File: config.mk
export PLATFORM = sky130hd
export DESIGN_NAME = i2c_config_sequencer
export DESIGN_NICKNAME = d
export VERILOG_FILES = /design/src/rtl/i2c_seq_pkg.sv /design/src/rtl/i2c_config_rom.sv /design/src/rtl/i2c_config_sequencer.sv
export SDC_FILE = /design/constraint.sdc
export NUM_CORES = 1
export LEC_CHECK = 0
export CELL_PAD_IN_SITES_DETAIL_PLACEMENT = 1
export CELL_PAD_IN_SITES_GLOBAL_PLACEMENT = 1
export CORE_UTILIZATION = 30
export DETAILED_ROUTE_END_ITERATION = 10
export GPL_TIMING_DRIVEN = 0
export HOLD_SLACK_MARGIN = 0.08
export PLACE_DENSITY = 0.66
export SETUP_SLACK_MARGIN = 0.3
export SLEW_MARGIN = 30
export SYNTH_ARGS = -nofsm -noshare
export SYNTH_HDL_FRONTEND = slang
export SYNTH_HIERARCHICAL = 1
export SYNTH_SLANG_ARGS = --single-unit
File: constraint.sdc
create_clock -name clk -period 2.9 [get_ports clk]
set_clock_uncertainty 0.05 [all_clocks]
set_input_delay 0.29 -clock clk [delete_from_list [all_inputs] [get_ports clk]]
set_output_delay 0.29 -clock clk [all_outputs]
set_load 0.005 [all_outputs]
File: src/rtl/i2c_seq_pkg.sv
// Shared state encoding, transaction word layout and word builder
// for the I2C configuration sequencer.
package i2c_seq_pkg;

  typedef enum logic [2:0] {
    S_IDLE,
    S_LOAD,
    S_ISSUE,
    S_WAIT_ACC,
    S_WAIT_DONE,
    S_CHECK,
    S_GAP,
    S_FINISH
  } seq_state_t;

  localparam int DEV_LSB = 16;
  localparam int DEV_W   = 7;
  localparam int REG_LSB = 8;
  localparam int REG_W   = 8;
  localparam int DAT_LSB = 0;
  localparam int DAT_W   = 8;
  localparam int ROM_W   = 24;

  function automatic logic [31:0] I2C_WORD(
    input logic [6:0] dev,
    input logic [7:0] rg,
    input logic [7:0] dat
  );
    logic [31:0] w;
    w = '0;
    w[DEV_LSB +: DEV_W] = dev;
    w[REG_LSB +: REG_W] = rg;
    w[DAT_LSB +: DAT_W] = dat;
    return w;
  endfunction

endpackage

File: src/rtl/i2c_config_rom.sv
// Board configuration table: index -> {dev,reg,dat}.
// Codec (0x1A) setup followed by sensor (0x21) setup.
module i2c_config_rom
  import i2c_seq_pkg::*;
#(
  parameter int IDX_W = 4
) (
  input  logic [IDX_W-1:0] idx_i,
  output logic [ROM_W-1:0] word_o
);

  always_comb begin
    word_o = '0;
    case (int'(idx_i))
      0:  word_o = ROM_W'(I2C_WORD(7'h1A, 8'h1E, 8'h00));
      1:  word_o = ROM_W'(I2C_WORD(7'h1A, 8'h0C, 8'h10));
      2:  word_o = ROM_W'(I2C_WORD(7'h1A, 8'h00, 8'h17));
      3:  word_o = ROM_W'(I2C_WORD(7'h1A, 8'h02, 8'h17));
      4:  word_o = ROM_W'(I2C_WORD(7'h1A, 8'h04, 8'h79));
      5:  word_o = ROM_W'(I2C_WORD(7'h1A, 8'h06, 8'h79));
      6:  word_o = ROM_W'(I2C_WORD(7'h1A, 8'h08, 8'h12));
      7:  word_o = ROM_W'(I2C_WORD(7'h1A, 8'h0A, 8'h00));
      8:  word_o = ROM_W'(I2C_WORD(7'h1A, 8'h0E, 8'h42));
      9:  word_o = ROM_W'(I2C_WORD(7'h1A, 8'h10, 8'h01));
      10: word_o = ROM_W'(I2C_WORD(7'h1A, 8'h12, 8'h01));
      11: word_o = ROM_W'(I2C_WORD(7'h21, 8'h01, 8'h80));
      12: word_o = ROM_W'(I2C_WORD(7'h21, 8'h02, 8'h3C));
      13: word_o = ROM_W'(I2C_WORD(7'h21, 8'h03, 8'h05));
      14: word_o = ROM_W'(I2C_WORD(7'h21, 8'h10, 8'hAA));
      15: word_o = ROM_W'(I2C_WORD(7'h21, 8'h11, 8'h55));
      default: word_o = '0;
    endcase
  end

endmodule

File: src/rtl/i2c_config_sequencer.sv
// Walks the config ROM and drives the I2C write controller handshake.
// Build option: define I2C_SEQ_RETRY_EN to re-issue NACKed entries.
module i2c_config_sequencer
  import i2c_seq_pkg::*;
#(
  parameter int NUM_ENTRIES    = 16,
  parameter int IDX_W          = 4,
  parameter int GAP_CYCLES     = 1024,
  parameter int TIMEOUT_CYCLES = 65535,
  parameter int MAX_RETRIES    = 3
) (
  input  logic             clk,
  input  logic             reset,
  input  logic             go,
  output logic             i2c_start,
  output logic [31:0]      i2c_data,
  input  logic             i2c_done,
  input  logic             i2c_ack,
  output logic             cfg_busy,
  output logic             cfg_done,
  output logic             cfg_error,
  output logic [7:0]       err_count,
  output logic [IDX_W-1:0] cur_index,
  output logic [IDX_W-1:0] fail_index
);

  localparam int CNT_MAX  = (GAP_CYCLES > TIMEOUT_CYCLES) ?
                            GAP_CYCLES : TIMEOUT_CYCLES;
  localparam int CW       = $clog2(CNT_MAX + 1);
  localparam int GAP_LAST = (GAP_CYCLES > 0) ? GAP_CYCLES - 1 : 0;
  localparam int TO_LAST  = (TIMEOUT_CYCLES > 0) ? TIMEOUT_CYCLES - 1 : 0;
  localparam logic [IDX_W-1:0] LAST_IDX = IDX_W'(NUM_ENTRIES - 1);

  seq_state_t        state_q, state_d;
  logic [CW-1:0]     tmr_q, tmr_d;
  logic              start_q, start_d;
  logic [31:0]       data_q, data_d;
  logic              busy_q, busy_d;
  logic              cdone_q, cdone_d;
  logic              err_q, err_d;
  logic [7:0]        err_cnt_q, err_cnt_d;
  logic [IDX_W-1:0]  idx_q, idx_d;
  logic [IDX_W-1:0]  fidx_q, fidx_d;
  logic              done_s1_q, done_s2_q;
  logic              ack_s1_q, ack_s2_q;
  logic              fail;
  logic [ROM_W-1:0]  rom_w;

`ifdef I2C_SEQ_RETRY_EN
  localparam int RW = $clog2(MAX_RETRIES + 2);
  logic [RW-1:0] retry_q, retry_d;
`endif

  i2c_config_rom #(
    .IDX_W (IDX_W)
  ) u_rom (
    .idx_i  (idx_q),
    .word_o (rom_w)
  );

  always_comb begin
    state_d   = state_q;
    start_d   = start_q;
    data_d    = data_q;
    busy_d    = busy_q;
    cdone_d   = cdone_q;
    err_d     = err_q;
    err_cnt_d = err_cnt_q;
    idx_d     = idx_q;
    fidx_d    = fidx_q;
    fail      = 1'b0;
`ifdef I2C_SEQ_RETRY_EN
    retry_d   = retry_q;
`endif
    unique case (state_q)
      S_IDLE, S_FINISH: begin
        if (go) begin
          state_d   = S_LOAD;
          busy_d    = 1'b1;
          cdone_d   = 1'b0;
          err_d     = 1'b0;
          err_cnt_d = '0;
          idx_d     = '0;
          fidx_d    = '0;
`ifdef I2C_SEQ_RETRY_EN
          retry_d   = '0;
`endif
        end
      end
      S_LOAD: begin
        data_d  = {8'h00, rom_w};
        state_d = S_ISSUE;
      end
      S_ISSUE: begin
        start_d = 1'b1;
        state_d = S_WAIT_ACC;
      end
      S_WAIT_ACC: begin
        // acceptance wins over a coincident timeout
        if (!done_s2_q) begin
          start_d = 1'b0;
          state_d = S_WAIT_DONE;
        end else if (tmr_q == CW'(TO_LAST)) begin
          start_d = 1'b0;
          fail    = 1'b1;
          state_d = S_GAP;
        end
      end
      S_WAIT_DONE: begin
        if (done_s2_q) begin
          state_d = S_CHECK;
        end else if (tmr_q == CW'(TO_LAST)) begin
          fail    = 1'b1;
          state_d = S_GAP;
        end
      end
      S_CHECK: begin
        if (ack_s2_q) begin
          state_d = S_GAP;
`ifdef I2C_SEQ_RETRY_EN
        end else if (retry_q < RW'(MAX_RETRIES)) begin
          retry_d = retry_q + 1'b1;
          state_d = S_LOAD;
`endif
        end else begin
          fail    = 1'b1;
          state_d = S_GAP;
        end
      end
      S_GAP: begin
        if (tmr_q == CW'(GAP_LAST)) begin
`ifdef I2C_SEQ_RETRY_EN
          retry_d = '0;
`endif
          if (idx_q == LAST_IDX) begin
            state_d = S_FINISH;
            busy_d  = 1'b0;
            cdone_d = 1'b1;
          end else begin
            idx_d   = idx_q + 1'b1;
            state_d = S_LOAD;
          end
        end
      end
      default: state_d = S_IDLE;
    endcase
    if (fail) begin
      err_d = 1'b1;
      if (err_cnt_q != 8'hFF) err_cnt_d = err_cnt_q + 1'b1;
      if (!err_q) fidx_d = idx_q;
    end
    tmr_d = (state_d != state_q) ? '0 : tmr_q + 1'b1;
  end

  always_ff @(posedge clk or posedge reset) begin
    if (reset) begin
      state_q   <= S_IDLE;
      tmr_q     <= '0;
      start_q   <= 1'b0;
      data_q    <= '0;
      busy_q    <= 1'b0;
      cdone_q   <= 1'b0;
      err_q     <= 1'b0;
      err_cnt_q <= '0;
      idx_q     <= '0;
      fidx_q    <= '0;
      done_s1_q <= 1'b1;
      done_s2_q <= 1'b1;
      ack_s1_q  <= 1'b0;
      ack_s2_q  <= 1'b0;
    end else begin
      state_q   <= state_d;
      tmr_q     <= tmr_d;
      start_q   <= start_d;
      data_q    <= data_d;
      busy_q    <= busy_d;
      cdone_q   <= cdone_d;
      err_q     <= err_d;
      err_cnt_q <= err_cnt_d;
      idx_q     <= idx_d;
      fidx_q    <= fidx_d;
      done_s1_q <= i2c_done;
      done_s2_q <= done_s1_q;
      ack_s1_q  <= i2c_ack;
      ack_s2_q  <= ack_s1_q;
    end
  end

`ifdef I2C_SEQ_RETRY_EN
  always_ff @(posedge clk or posedge reset) begin
    if (reset) retry_q <= '0;
    else       retry_q <= retry_d;
  end
`endif

  assign i2c_start  = start_q;
  assign i2c_data   = data_q;
  assign cfg_busy   = busy_q;
  assign cfg_done   = cdone_q;
  assign cfg_error  = err_q;
  assign err_count  = err_cnt_q;
  assign cur_index  = idx_q;
  assign fail_index = fidx_q;

endmodule

==> summary.txt, run 1 <==
Job
  – Max-Cap Viols: 0

Global routing
  – Global-route wire length before repair: around 14,000 um
  – GRT Util Overall: ~14%
  – Largest net degree at the start of global routing: 42
  – Vias in the first global route: slightly below 3,000
  – Overflow after GRT: 0
  – Initial antenna violation count: 0

Worst setup path
  – Reg2reg end: tmr_q[10]
  – Worst setup SP type: register
  – Crit path capture: tmr_q[10]
  – Data arrival, critical path: roughly 2.7 ns
  – Crit path launch: tmr_q[10]
  – WS Path Type: reg -> reg
  – Critical path peak fanout: 10
  – RR Startpoint: tmr_q[10]
  – CP required: 3.05 ns
  – Setup crit end kind: register
  – R2R cell count: 6
  – Flop-to-flop setup slack: between 0.3 and 0.4 ns

Placement
  – I/O Buffers: 48
  – Pre-CTS setup slack: 0.1766 ns
  – # placed instances: 558
  – RePlAce Congestion: ~0.76
  – Dpl hpwl: 5991 um

Route
  – Drt wl/cell: roughly 14 um
  – Post-route ant nets: 0
  – Iteration count of the initial detailed-routing pass: 6
  – Routed WL: about 8300 um
  – Via Count: about 2,800
  – Mean number of vias per cell: roughly 4.9
  – DRC Markers: 0
  – Initial DRC count: 62

Floorplanning
  – Die area: 12,660 um2
  – Horiz. Die Dim: 112.5 um
  – Starting Density: 30.64%
  – Site Rows: 40
  – CORE AREA: between 10,000 and 15,000 um2
  – Die H: approximately 110 um
  – # IOs: 57

Pwr
  – Combinational Power Share: 35.7%
  – P_sw: 1.145 mW
  – Int Pwr: about 2.4 mW
  – Pwr Density: roughly 750 nW/um2
  – Net Sw Frac: 32.21%
  – Seq pwr share: 35.2%
  – Clock network power share: between 20% and 30%
  – LEAKAGE: 1.988 nW
  – Peak VDD IR: 0.0002377 V

Clock network
  – H-tree depth: 3
  – CTS Buf Count: 9
  – Post-CTS Hold Buffers: 0
  – Clk slew on worst S/H paths: around 0.060 ns
  – CTS tree: done
  – Root Buffer Master: clkbuf_16
  – Sink Count: 67
  – Clock latency on the worst-skew pair: roughly 0.32 ns
  – CTS Buffer Depth: 2

Yosys
  – Simple-gate share of the synthesized area: around a fifth
  – FF+latch count, synth: 67
  – Syn Inst Count: 350
  – Compound-gate portion of the synthesized area: 9.047%
  – Top cells by area, synth: dfrtp_1 44%, mux2_2 8.0%, ha_1 4.1%
  – Synth Cell Area: 3665 um2
  – Post-synthesis adder-cell area fraction: approximately 4.1%
  – Post-synthesis xor/xnor area fraction: 3.346%
  – YS warnings: 6
  – Post-synth EDFFs: 0
  – Post-synthesis sequential area ratio: a little under half
  – Post-synth top flop: dfrtp_1
  – Proportion of synthesized area in mux cells: 11.33%
  – Yosys top cell area share: 44.38%
  – Asr flop ratio synth: 100.0%
  – Largest family of logic cells by synthesized area: simple AND/OR/NAND/NOR gates
  – Syn Area/Cell: around 10 um2
  – Yosys cell types: 55
  – Leading area contributor after synthesis: dfrtp_1

STA
  – Worst-margin pin slew: 0.8450 ns
  – Tcrit/Tclk final: 87.51%
  – Slew HR: 43.67%
  – Crit path time final: 2.538 ns
  – Hold WS: approximately 0.25 ns
  – Final Slew Violations: 0
  – Fmax: 394.1 MHz
  – Fin. Hold Viols: 0
  – Fin worst setup slack: 0.3623 ns
  – Unrepaired setup endpoints after global routing: no
  – Setup violators final: 0

Finish
  – P&R area growth vs syn: 29.29%
  – Layout cells sized above 1: 21.40%
  – Antenna diodes: 0
  – Most frequent cells in the layout: 65 x dfrtp_1, 48 x clkdlybuf4s50_1, 29 x nand2_1
  – Fillcell total: 1,350
  – # nets final: 443
  – Register Area: about 1700 um2
  – Final non-filler cell total: roughly 580
  – Multi-input logic area: between 1500 and 2000 um2
  – Commonest non-fill, non-tap cell in the layout: dfrtp_1

Run status
  – Run status: finished, final reports clean

Hold path
  – Hold Path Class: in -> async
==> worst min-delay path by stage <==
| stage | from | end | slack [ns] | cells after the start |
|---|---|---|---|---|
| after detailed placement | ack_s1_q | ack_s2_q | 0.29 | 0 |
| after global routing | reset | i2c_data[15] | 0.28 | 2 |
| after CTS | reset | i2c_data[15] | 0.26 | 2 |
| final | reset | i2c_data[15] | 0.25 | 2 |
| after global placement | ack_s1_q | ack_s2_q | 0.29 | 0 |
| after floorplan | i2c_done | done_s1_q | 0.24 | 0 |
==> kinds of logic (layout without fill, tap and decap cells) <==
logic type               count (synthesis)  in the layout
multiplexers                            38             38
XOR/XNOR                                14             14
flip-flops                              67             67
adder cells (fa/ha/maj)                 12             12
AO/OA/AOI/OAI                           50             50
AND/OR/NAND/NOR                        125            125
buffers and inverters                   42            110
other                                    2             14
==> what timing repair did <==
item | CTS | global route
pin swaps | 0 | 2
gates resized for setup | 3 | 3
buffers inserted | 0 | 4
endpoints found under the setup margin | 35 | 14
endpoints found under the hold margin | 0 | 0
==> critical path: stages (launching register included) <==
cell	delay [ns]
dfrtp_1	0.43
or4_4	0.58
or4_4	0.50
o31a_1	0.33
a21oi_4	0.25
buf_6	0.21
nor3_2	0.06
==> cell usage after synthesis, drive strengths merged (2+ instances only) <==
| cell type | count |
|---|---|
| buf | 23 |
| a21oi | 9 |
| xnor2 | 8 |
| nor2 | 19 |
| or3 | 5 |
| dfstp | 2 |
| mux2 | 28 |
| ha | 12 |
| o211ai | 2 |
| conb | 2 |
| nor4 | 4 |
| a21boi | 5 |
| mux2i | 10 |
| nor3 | 22 |
| nand2b | 8 |
| o21ai | 19 |
| nand2 | 29 |
| clkbuf | 6 |
| dfrtp | 65 |
| nand4 | 7 |
| xor2 | 6 |
| or4 | 2 |
| nand3 | 14 |
| nor2b | 4 |
| and3 | 4 |
| inv | 13 |
| o21a | 2 |
==> routing by layer <==
metal,global-route usage [%],wire [um],vias to the layer above
met2,23.52,4026,37
li1,-,-,1347
met1,18.55,3980,1409
met3,3.240,243,8
met4,4.622,88,0
met5,0,0,-
==> layout make-up <==
cell class | instances | area share [%]
Buffer | 29 | 4.383
Clock buffer | 14 | 5.783
Clock inverter | 1 | 0.1584
Inverter | 13 | 1.083
Multi-Input combinational cell | 253 | 38.08
Sequential cell | 67 | 35.44
Tap cell | 147 | 3.882
Timing Repair Buffer | 53 | 11.20
==> power groups by stage <==
stage | clock, mW | combinational (mW) | sequential (mW)
detailed placement | 0 | 1.21 | 1.27
floorplan | 0 | 0.707 | 1.26
CTS | 1.07 | 1.23 | 1.26
global route | 1.10 | 1.40 | 1.29
finish | 1.03 | 1.27 | 1.25
global placement | 0 | 1.18 | 1.26
==> per-stage QoR <==
stage / area, um2 / util, % / power, mW / setup TNS (ns)
after global placement: 4374 / 36.57 / 2.440 / -25.65
final: 4738 / 39.61 / 3.555 / 0
after detailed placement: 4397 / 36.76 / 2.485 / 0
after global routing: 4738 / 39.61 / 3.785 / 0
after floorplan: 3710 / - / 1.966 / 0
after CTS: 4695 / 39.25 / 3.554 / 0
==> state kept, by name (all words and copies together) (netlist names) <==
register    count
i2c_data       24
tmr_q          16
err_count       8
cur_index       4
fail_index      4
state_q         3
ack_s1_q        1
ack_s2_q        1
cfg_busy        1
cfg_done        1
cfg_error       1
done_s1_q       1
done_s2_q       1
i2c_start       1
Note: power is estimated with default switching activity, not from simulation.
==> inputs of run 2 (changes only) <==
Settings changed: GPL_TIMING_DRIVEN 0 to not set.
==> run 2 against run 1 <==
Net effect: global-route usage fell by 0.53 points; critical endpoint is now tmr_q[15]; critical path type unchanged; fmax rose by 2.8%; combinational power fell by 13%; largest power group is now sequential cells.
==> summary.txt, run 2 (synthesis gave the netlist of run 1 again) <==
STA
  – Hold WS: 0.2904 ns (+0.04400 ns)
  – Fin. Hold Viols: 0 (unchanged)
  – Tcrit/Tclk final: 85.09% (-2.4 points)
  – Unrepaired setup endpoints after global routing: no
  – Final Slew Violations: 0 (unchanged)
  – Setup violators final: 0 (unchanged)
  – Slew HR: 49.67% (+6.0 points)
  – Worst-margin pin slew: 0.7549 ns (-0.09009 ns)
  – Fin worst setup slack: 0.4323 ns (+0.06993 ns)
  – Fmax: 405.2 MHz (+2.8%)
  – Crit path time final: 2.468 ns (-0.06993 ns)
  – Setup TNS: 0 ns (unchanged)

Route
  – Mean number of vias per cell: 4.826 (-0.58%)
  – Drt wl/cell: 14.38 um (-0.47%)
  – Initial DRC count: 87 (+40%)
  – Post-route ant nets: 0 (unchanged)
  – Routed WL: 7940 um (-4.8%)
  – Via Count: 2,664 (-4.9%)
  – Iteration count of the initial detailed-routing pass: 4 (-2)
  – DRC Markers: 0 (unchanged)

Global routing
  – Vias in the first global route: 2,814 (-2.8%)
  – Global-route wire length before repair: 13,660 um (-5.2%)
  – Initial antenna violation count: 0 (unchanged)
  – Overflow after GRT: 0 (unchanged)
  – Largest net degree at the start of global routing: 68 (+62%)
  – GRT Util Overall: 13.73% (-0.53 points)

Finish
  – Antenna diodes: 0 (unchanged)
  – Layout cells sized above 1: 18.02% (-3.4 points)
  – Fillcell total: 1,299 (-3.8%)
  – P&R area growth vs syn: 24.21%
  – Final Instance Area: 4552 um2 (-3.9%)
  – Final core occ: 38.05% (-1.6 points)
  – Max FFs per register: 24 (unchanged)
  – Most frequent cells in the layout: 65 x dfrtp_1, 48 x clkdlybuf4s50_1, 29 x nand2_1
  – Commonest non-fill, non-tap cell in the layout: dfrtp_1
  – Final non-filler cell total: 552 (-4.3%)
  – # nets final: 418 (-5.6%)

Job
  – Max-Cap Viols: 0 (unchanged)

Clock network
  – H-tree depth: 3 (unchanged)
  – CTS Buf Count: 9 (unchanged)
  – Post-CTS Setup Inserts: 0 (unchanged)
  – Clk slew on worst S/H paths: 0.06 ns (about the same)
  – Post-CTS Hold Buffers: 0 (unchanged)
  – Sink Count: 67 (unchanged)
  – Root Buffer Master: clkbuf_16
  – Clock latency on the worst-skew pair: 0.33 ns (about the same)
  – Post-CTS Resized: 0 (-3)
  – CTS tree: done
  – CTS Buffer Depth: 2 (unchanged)

Floorplanning
  – Die area: 12,660 um2 (unchanged)
  – # IOs: 57 (unchanged)
  – Site Rows: 40 (unchanged)
  – Starting Density: 30.64% (unchanged)
  – CORE AREA: 11,960 um2 (unchanged)
  – Horiz. Die Dim: 112.5 um (unchanged)
  – Die H: 112.5 um (unchanged)

Worst setup path
  – CP required: 3.06 ns (about the same)
  – Data arrival, critical path: 2.63 ns (-0.06 ns)
  – RR Startpoint: tmr_q[10]
  – Setup crit end kind: register
  – WS Path Type: reg -> reg
  – Crit path launch: tmr_q[10]
  – Critical path peak fanout: 16 (+6)
  – Worst setup SP type: register

Placement
  – DP Area: 4252 um2 (-3.3%)
  – # placed instances: 537 (-3.8%)
  – RePlAce Congestion: 0.8037 (+6.0%)
  – Dpl hpwl: 5592 um (-6.7%)
  – Pre-CTS setup slack: 0.4322 ns (+0.2556 ns)
  – I/O Buffers: 48 (unchanged)

Pwr
  – Design Power: 3.487 mW (-1.9%)
  – Peak VDD IR: 0.0003255 V (+37%)
  – Pwr Density: 766.1 nW/um2 (+2.1%)
  – LEAKAGE: 1.864 nW (-6.3%)

Run status
  – Run status: finished, final reports clean

Hold path
  – Hold Path Class: in -> async
[run 2: metal layers]
layer	part of all wire, %	vias to the layer above	wire [um]	track usage (%)
met5	0	-	0	0
met4	2.0	0	155	7.200
met3	2.6	13	210	2.538
met2	47	39	3757	22.90
met1	48	1306	3816	16.95
li1	-	1306	-	-
[run 2: worst paths after layout]
| kind | end | slack [ns] | cells after the start |
|---|---|---|---|
| hold reg to reg | ack_s2_q | 0.29 | 0 |
| setup reg to reg | tmr_q[15] | 0.43 | 6 |
| hold / removal | i2c_data[15] | 0.29 | 3 |
| max in group asynchronous | done_s1_q | 2.16 | 3 |
| setup / recovery | tmr_q[15] | 0.43 | 6 |
| min in group clk | ack_s2_q | 0.29 | 0 |
[run 2: area by class of cell]
| cell class | count | area [um2] | share of cell area (%) |
|---|---|---|---|
| inverters | 13 | 48.80 | 1.072 |
| flip-flops and latches | 67 | 1679 | 36.89 |
| clock buffers | 9 | 225.2 | 4.948 |
| clock inverters | 6 | 67.56 | 1.484 |
| multi-input cells | 253 | 1787 | 39.25 |
| repair buffers | 57 | 560.5 | 12.31 |
| well taps | 147 | 183.9 | 4.041 |
[run 2: worst max-delay path: stages, from the launching register on]
cell and delay, ns:
dfrtp_1 0.43, or4_4 0.57, or4_4 0.50, o31a_1 0.32
a21oi_4 0.11, buf_4 0.26, nor3_1 0.09
[run 2: power breakdown]
group | leakage [nW] | internal, mW | switching (mW)
clock | 0.137 | 0.661 | 0.409
sequential | 0.859 | 1.12 | 0.188
combinational | 0.868 | 0.580 | 0.531
total | 1.86 | 2.36 | 1.13
